===== config.mk =====
export PLATFORM = sky130hd
export DESIGN_NAME = shift_ser_ctrl
export DESIGN_NICKNAME = d
export VERILOG_FILES = /design/src/rtl/shift_ser_ctrl.sv
export SDC_FILE = /design/constraint.sdc
export NUM_CORES = 1
export LEC_CHECK = 0
export BUFFER_PORTS_ARGS = -buffer_cell sky130_fd_sc_hd__buf_2
export CORE_MARGIN = 2
export CORE_UTILIZATION = 35
export CTS_CLUSTER_DIAMETER = 40
export DETAILED_ROUTE_END_ITERATION = 10
export GPL_ROUTABILITY_DRIVEN = 0
export HOLD_SLACK_MARGIN = 0.02
export SLEW_MARGIN = 20
export SYNTH_ARGS = -nofsm -noshare
export SYNTH_HDL_FRONTEND = slang
export SYNTH_SLANG_ARGS = --single-unit

===== constraint.sdc =====
create_clock -name clk -period 2.84 [get_ports clk]
set_input_delay 0.71 -clock clk [delete_from_list [all_inputs] [get_ports clk]]
set_output_delay 0.71 -clock clk [all_outputs]
set_load 0.02 [all_outputs]

===== src/rtl/shift_ser_ctrl.sv =====
// ============================================================================
// Module      : shift_ser_ctrl
// Description : Load/shift sequencer for a WIDTH-bit serializer. It takes a
//               parallel word over valid/ready and emits it one bit per
//               serial beat.
// Revision    : 1.0 - initial release
// ============================================================================
`default_nettype none

module shift_ser_ctrl #(
    parameter int WIDTH = 8
) (
    input  logic             clk,
    input  logic             rst,
    input  logic [WIDTH-1:0] din,
    input  logic             din_valid,
    output logic             din_ready,
    input  logic             lsb_first,
    output logic             ser_out,
    output logic             ser_valid,
    input  logic             ser_ready,
    output logic             sr_sel,
    output logic             sr_en,
    output logic             busy,
    output logic             done
);

    localparam int             CW       = $clog2(WIDTH);
    localparam logic [CW-1:0]  CNT_LAST = CW'(WIDTH - 1);

    typedef enum logic [1:0] {
        S_IDLE  = 2'd0,
        S_SHIFT = 2'd1,
        S_DONE  = 2'd2
    } state_t;

    state_t           state_q, state_d;
    logic [WIDTH-1:0] sr_q, sr_d;
    logic [CW-1:0]    cnt_q, cnt_d;
    logic             order_q, order_d;

    always_ff @(posedge clk) begin
        if (rst) begin
            state_q <= S_IDLE;
            sr_q    <= '0;
            cnt_q   <= '0;
            order_q <= 1'b0;
        end else begin
            state_q <= state_d;
            sr_q    <= sr_d;
            cnt_q   <= cnt_d;
            order_q <= order_d;
        end
    end

    always_comb begin
        state_d   = state_q;
        sr_d      = sr_q;
        cnt_d     = cnt_q;
        order_d   = order_q;
        din_ready = 1'b0;
        ser_valid = 1'b0;
        ser_out   = 1'b0;
        sr_sel    = 1'b0;
        sr_en     = 1'b0;
        busy      = 1'b0;
        done      = 1'b0;

        case (state_q)
            S_IDLE: begin
                din_ready = 1'b1;
                if (din_valid) begin
                    sr_sel  = 1'b1;
                    sr_en   = 1'b1;
                    sr_d    = din;
                    order_d = lsb_first;
                    cnt_d   = '0;
                    state_d = S_SHIFT;
                end
            end
            S_SHIFT: begin
                ser_valid = 1'b1;
                busy      = 1'b1;
                ser_out   = order_q ? sr_q[0] : sr_q[WIDTH-1];
                if (ser_ready) begin
                    sr_en = 1'b1;
                    sr_d  = order_q ? {1'b0, sr_q[WIDTH-1:1]}
                                    : {sr_q[WIDTH-2:0], 1'b0};
                    // Counter parks at its last value instead of wrapping.
                    if (cnt_q == CNT_LAST) begin
                        state_d = S_DONE;
                    end else begin
                        cnt_d = cnt_q + CW'(1);
                    end
                end
            end
            S_DONE: begin
                done    = 1'b1;
                busy    = 1'b1;
                state_d = S_IDLE;
            end
            default: begin
                state_d = S_IDLE;
            end
        endcase

        // Outputs are forced quiet while reset is asserted, whatever the state.
        if (rst) begin
            din_ready = 1'b0;
            ser_valid = 1'b0;
            ser_out   = 1'b0;
            sr_sel    = 1'b0;
            sr_en     = 1'b0;
            busy      = 1'b0;
            done      = 1'b0;
        end
    end

endmodule

`default_nettype wire


[Word level (Yosys, flattened, before mapping)]
Cells that the tools add are included.
Cells by class
  $add $sub $neg: 1
  eq/ne operators: 7
  muxes and demuxes: 29
  reduce and logical (&&, ||, !) cells: 7
Operators by type and width (number)
  $mux W8: 3
  $mux W1: 16
  $pmux W8 S2: 1
  $mux W3: 3
  $ne A2 B2 Y1 const B: 4
  $mux W2: 3
  $pmux W3 S2: 1
  $reduce_and A3 Y1: 2
  $pmux W2 S2: 1
  $reduce_and A4 Y1: 1
  $add A3 B1 Y3 const B: 1
  $eq A3 B3 Y1 const B: 1
  $eq A2 B1 Y1 const B: 1
  $eq A2 B2 Y1 const B: 1
  $logic_not A2 Y1: 1
  $pmux W1 S2: 1
  $reduce_and A2 Y1: 1
  $reduce_bool A2 Y1: 1
  $reduce_or A2 Y1: 1
Storage, ports and cells
  bits in registers: 14
  output and inout port bits: 7
  word-level logic and storage cells: 48

[Longest topological paths before layout]
Gate-level depths: netlist of run 1.
  depth after elaboration: 4
  mapped depth: 7
  depth with buffers taken out: 6

[Worst setup path after synthesis of run 1]
OpenSTA, ideal clock, no wires.
  kind: register -> output
  start point: reg state_q[1]
  end point: out sr_en
  data arrival time: 1.479 ns
  data required time: 2.130 ns
  path slack: 0.651 ns
  stages on the path, launching flop included: 7
  path buffers: 2
  cells stage by stage: dfxtp_1 inv_1 ha_1 buf_2 buf_1 o211ai_1 a21oi_1
Between the ends
  word-level cells in the longest chain between the ends: 3
  elaborated cells between the ends (all ways): 4
RTL lines
  from (decl): line 37  | state_t state_q, state_d;
  from (signal assigned): line 49  | state_q <= state_d;
  $eq A2 B1 Y1 or $logic_not A2 Y1 (tied branches): line 69  | case (state_q)
  $pmux W1 S2 (*): line 69
  $mux W1 (*): line 108  | if (rst) begin
  to (decl): line 23  | output logic sr_en,
Every way passes the cells marked *; elsewhere a longest branch is shown, timed or not.

[Final worst setup path of run 1]
Ends and elaborated chain as after synthesis.

==> results of run 1 <==
-- worst paths after layout --
check / endpoint / slack (ns) / start
max: sr_en / 0.34 / state_q[1]$_SDFFE_PP0P_
min reg2reg: cnt_q[2]$_SDFFE_PP0P_ / 0.48 / cnt_q[2]$_SDFFE_PP0P_
min: cnt_q[2]$_SDFFE_PP0P_ / 0.48 / cnt_q[2]$_SDFFE_PP0P_
max reg2reg: cnt_q[0]$_SDFFE_PP0P_ / 0.99 / state_q[1]$_SDFFE_PP0P_
-- metal layers --
metal  GRT usage (%)  vias to the layer above  wire, um
li1                -                      396         -
met1            18.2                      341       932
met2            21.1                       13       834
met3            5.74                        0        90
met4            2.50                        0         0
met5               0                        -         0
-- state kept, by name (all words and copies together), names as in the netlist --
| register | cells |
|---|---|
| cnt_q | 3 |
| order_q | 1 |
| sr_q | 8 |
| state_q | 2 |
-- area by class of cell --
| class | count | area (um^2) | area share, % |
|---|---|---|---|
| Multi-Input combinational cell | 82 | 569 | 56.2 |
| Sequential cell | 14 | 280 | 27.7 |
| Timing Repair Buffer | 19 | 95.1 | 9.39 |
| Tap cell | 30 | 37.5 | 3.71 |
| Clock buffer | 3 | 22.5 | 2.22 |
| Inverter | 2 | 7.51 | 0.742 |
-- through the flow --
stage / total power [W] / cell area, um^2 / setup WS [ns] / hold WS, ns / util, %
floorplan: 0.000777 / 895 / 0.651 / 0.450 / -
global placement: 0.000877 / 990 / 0.695 / 0.467 / 40.3
detailed placement: 0.000888 / 990 / 0.651 / 0.467 / 40.3
CTS: 0.00100 / 1010 / 0.334 / 0.482 / 41.2
global route: 0.00109 / 1010 / 0.161 / 0.511 / 41.2
finish: 0.000997 / 1010 / 0.344 / 0.482 / 41.2
-- critical path, stage by stage (launching register included) --
cell      delay [ns]
dfxtp_1         0.33
inv_1           0.11
ha_1            0.59
o211ai_1        0.15
a21oi_1         0.15
buf_2           0.18
-- cells in the final DEF (no fill, tap or decap) --
| cell type | instances |
|---|---|
| nor3b_1 | 1 |
| o21ai_0 | 6 |
| ha_1 | 7 |
| nor2_1 | 8 |
| nand3b_1 | 1 |
| mux2i_1 | 9 |
| buf_2 | 19 |
| dfxtp_1 | 14 |
| nand2b_1 | 4 |
| a311oi_1 | 2 |
| nor3_1 | 1 |
| nor2b_1 | 6 |
| nor4_4 | 1 |
| o211ai_1 | 7 |
| nor2_4 | 1 |
| and2_1 | 1 |
| a21oi_1 | 11 |
| clkbuf_4 | 3 |
| mux2i_2 | 1 |
| nand2_1 | 10 |
| nand3_1 | 4 |
| inv_1 | 2 |
| nor2b_4 | 1 |
-- cell families after synthesis --
family	share of synthesized area, %
multiplexers	11.6
buffers and inverters	5.03
AO/OA/AOI/OAI	17.3
AND/OR/NAND/NOR	24.9
adder cells (fa/ha/maj)	9.79
flip-flops	31.3
-- power by group --
| group | switching (W) | internal (W) | total (W) |
|---|---|---|---|
| sequential | 0.0000610 | 0.000266 | 0.000327 |
| clock | 0.0000651 | 0.0000492 | 0.000114 |
| combinational | 0.000321 | 0.000235 | 0.000555 |
| total | 0.000447 | 0.000550 | 0.000997 |
==> flow_summary.json, run 1 <==
{
  "status": "complete, no violations",
  "finalCriticalPeriod_ns": 2.50,
  "netlist_instances": 105,
  "setup_violations": 0,
  "clockRootBuffer": "clkbuf_4",
  "synth_ff_type": "dfxtp_1",
  "synth_area_leader_cell": "dfxtp_1",
  "synthTopCellsByCount": "dfxtp_1, a21oi_1, nand2_1, mux2i_1, nor2_1",
  "grt-ovfl-total": 0,
  "synth.top_cell.area_share_pct": 31.3,
  "std_cell_rows": 18,
  "p_per_area_nw_per_um2": 985,
  "start_util_pct": 36.4,
  "clk_latency_ns": 0.28,
  "cts_resized": 0,
  "track_usage_pct": 13.8,
  "max_freq_mhz": 401,
  "synth-seq-area-share_pct": 31.3,
  "maxCapViolCount": 0,
  "synth_edf_count": 0,
  "postSynthAreaPerCell_um2": 8.52,
  "critical_path_class": "reg -> out",
  "final_cells": 150,
  "final_layout_size_suffix_gt1_share_pct": 21.7,
  "tightest_slew_ns": 0.651,
  "nets": 142,
  "hold_viol_final": 0,
  "viasPerCell": 5.00,
  "antennaDiodeCount": 0,
  "cts_sinks": 14,
  "syn_area_um2": 895,
  "cp.arrival_ns": 1.79,
  "relSlewSlack_pct": 56.6,
  "ctsHoldBuffers": 0,
  "holdPathStages": 2,
  "rr_worst_depth": 6,
  "async_reset_ff_share_pct": 0,
  "netlist-cell-type-count": 25,
  "grt_first_pass_wirelength_mm": 2.93,
  "syn_to_final_growth_pct": 13.1,
  "dpl.hpwl_mm": 1.34,
  "syn_nets": 125,
  "fp.dieH_um": 54.6,
  "die_area_um2": 2980,
  "grt_pass1_vias": 658,
  "core_um2": 2450,
  "ir_worst_vdd_uv": 581,
  "wl_per_cell_um": 12.4,
  "drc_errors": 0,
  "crit_path_start_kind": "flop",
  "clk_pin_slew_worst_paths_ns": 0.08,
  "antenna_left": 0,
  "setup_tns_ns": 0,
  "post-synth-top-count-cell": "dfxtp_1",
  "fin_crit_sh_pct": 87.9,
  "io_buffers": 19,
  "num_vias": 750,
  "first_iter_violations": 7,
  "htree_levels": 1,
  "skew_ns": 0.000362,
  "drv_slew": 0,
  "yosys_warnings": 0,
  "ios": 20,
  "cts_made_buffers": 3,
  "routed_wirelength_mm": 1.86,
  "grt_max_degree": 22,
  "grt_setup_unrepaired": "false",
  "crit_fanout": 21,
  "required_ns": 2.13,
  "first_pass_iters": 4,
  "ys_ff_latch": 14,
  "synth_area_leaders": "dfxtp_1, mux2i_1, ha_1",
  "place_inst": 147,
  "endpoint_kind": "primary output",
  "p_leak_nw": 0.407,
  "hp-class": "reg -> reg",
  "postCtsSetupRepairBufs": 0,
  "clk_path_buf_depth": 2,
  "antenna_found_initial": 0,
  "dieWidth_um": 54.6,
  "cts_tree": "built",
  "filler_cell_count": 255
}
Power figures use the tool's default switching activity.
==> run 2, diff against run 1 <==
--- a/config.mk
+++ b/config.mk
@@ -12,6 +12,7 @@
 export DETAILED_ROUTE_END_ITERATION = 10
 export GPL_ROUTABILITY_DRIVEN = 0
 export HOLD_SLACK_MARGIN = 0.02
+export RECOVER_POWER = 50
 export SLEW_MARGIN = 20
 export SYNTH_ARGS = -nofsm -noshare
 export SYNTH_HDL_FRONTEND = slang
==> run 2 against run 1 <==
Effect of this change: sequential share of layout area is 0.42 points higher; critical path depth stayed put; combinational power is 3% lower; maximum frequency hardly changed; clock power hardly changed; clock-buffer cell count stayed put; register-to-register slack worse by 0.28 ns; highest routed layer unchanged.
==> flow_summary.json, run 2 (synthesized netlist as in run 1, its figures left out) <==
{
  "drt-met1-wl_um": 876,
  "antennaDiodeCount": 0,
  "critPathSlowestCell": "ha_1",
  "path_delay_family": "adder cells",
  "cp.arrival_ns": 1.78,
  "clockRootBuffer": "clkbuf_4",
  "ir_worst_vdd_uv": 582,
  "cts_made_buffers": 3,
  "finalCriticalPeriod_ns": 2.49,
  "cp_num_buf_inv": 2,
  "grt_pass1_vias": 658,
  "routed_wirelength_mm": 1.87,
  "holdPathStages": 2,
  "track_usage_pct": 13.8,
  "wl_per_cell_um": 12.4,
  "drv_slew": 0,
  "setup_violations": 0,
  "layout_commonest_cell": "buf_2",
  "status": "complete, no violations",
  "p_per_area_nw_per_um2": 979,
  "core_um2": 2450,
  "hold_viol_final": 0,
  "num_vias": 774,
  "relSlewSlack_pct": 49.8,
  "cts_sinks": 14,
  "tightest_slew_ns": 0.752,
  "highest_layer": "met3",
  "setup_tns_ns": 0,
  "largest-register": "sr_q",
  "wl_met2_um": 856,
  "max_freq_mhz": 401,
  "io_buffers": 19,
  "clk_latency_ns": 0.28,
  "first_iter_violations": 16,
  "finish.utilization_pct": 40.6,
  "drc_errors": 0,
  "clk_path_buf_depth": 2,
  "endpoint_kind": "primary output",
  "fp.dieH_um": 54.6,
  "die_area_um2": 2980,
  "grt-ovfl-total": 0,
  "reg_top3": "sr_q (8), cnt_q (3), state_q (2)",
  "required_ns": 2.13,
  "postCtsSetupRepairBufs": 0,
  "crit_path_start_kind": "flop",
  "clk_pin_slew_worst_paths_ns": 0.08,
  "rr_worst_depth": 6,
  "fin_crit_sh_pct": 87.9,
  "dieWidth_um": 54.6,
  "grt_first_pass_wirelength_mm": 2.93,
  "syn_to_final_growth_pct": 11.5,
  "critical_path_depth": 5,
  "ctsHoldBuffers": 0,
  "dr_wl_met3_um": 131,
  "pre_cts_slack_ns": 0.651,
  "crit_fanout": 21,
  "final_cells": 150,
  "cp_slowest_stage_delay_ns": 0.59,
  "nets": 142,
  "final_layout_size_suffix_gt1_share_pct": 20.0,
  "grt_max_degree": 22,
  "dpl.hpwl_mm": 1.34,
  "maxCapViolCount": 0,
  "p_leak_nw": 0.399,
  "ios": 20,
  "largest_reg_flops": 8,
  "htree_levels": 1,
  "cts_resized": 0,
  "antenna_left": 0,
  "cp_cell_sequence": "inv_1, ha_1, o211ai_1, a21oi_1, buf_2",
  "postLayoutSetupSlackWorst_ns": 0.345,
  "filler_cell_count": 258,
  "hp-class": "reg -> reg",
  "start_util_pct": 36.4,
  "critical_path_class": "reg -> out",
  "first_pass_iters": 4,
  "skew_ns": 0.000568,
  "reg2reg_slack_ns": 0.71,
  "grt_setup_unrepaired": "false",
  "cts_tree": "built",
  "place_inst": 147,
  "layout_common_cells": "buf_2, dfxtp_1, a21oi_1",
  "antenna_found_initial": 0,
  "viasPerCell": 5.16,
  "std_cell_rows": 18
}
-- run 2: area by class of cell --
| cell class | instances | area [um^2] | area share [%] |
|---|---|---|---|
| inverter | 2 | 7.51 | 0.753 |
| tap | 30 | 37.5 | 3.76 |
| sequential | 14 | 280 | 28.1 |
| timing repair buffer | 19 | 95.1 | 9.54 |
| clock buffer | 3 | 22.5 | 2.26 |
| multi-input combinational | 82 | 554 | 55.6 |
-- run 2: worst register-to-register path: cells and delay by family (launching register included) --
family	cells	cell delay, ns
AND/OR/NAND/NOR	3	1.19
adder cells (fa/ha/maj)	1	0.27
flip-flops	1	0.34
buffers and inverters	1	0.11
AO/OA/AOI/OAI	1	0.07
-- run 2: stage by stage --
step | hold WS [ns] | area, um^2 | total power, W
floorplan | 0.450 | 895 | 0.000777
detailed placement | 0.467 | 990 | 0.000888
global placement | 0.467 | 990 | 0.000877
CTS | 0.482 | 1010 | 0.00100
global route | 0.511 | 997 | 0.00107
finish | 0.482 | 997 | 0.000976
-- run 2: where the power goes --
group | total, W | switching (W) | internal, W
Sequential | 0.000326 | 0.0000606 | 0.000266
Combinational | 0.000536 | 0.000313 | 0.000223
Clock | 0.000114 | 0.0000649 | 0.0000492
-- run 2: per-layer routing --
metal,up-vias,track usage (%)
li1,397,-
met1,352,18.2
met2,25,21.1
met3,0,5.74
met4,0,2.50
met5,-,0
-- run 2: path summary, 6_finish.rpt --
check | startpoint | endpoint
max | state_q[1]$_SDFFE_PP0P_ | sr_en
min | cnt_q[2]$_SDFFE_PP0P_ | cnt_q[2]$_SDFFE_PP0P_
max reg2reg | state_q[0]$_SDFFE_PP0P_ | sr_q[0]$_SDFFE_PP0P_
min reg2reg | cnt_q[2]$_SDFFE_PP0P_ | cnt_q[2]$_SDFFE_PP0P_
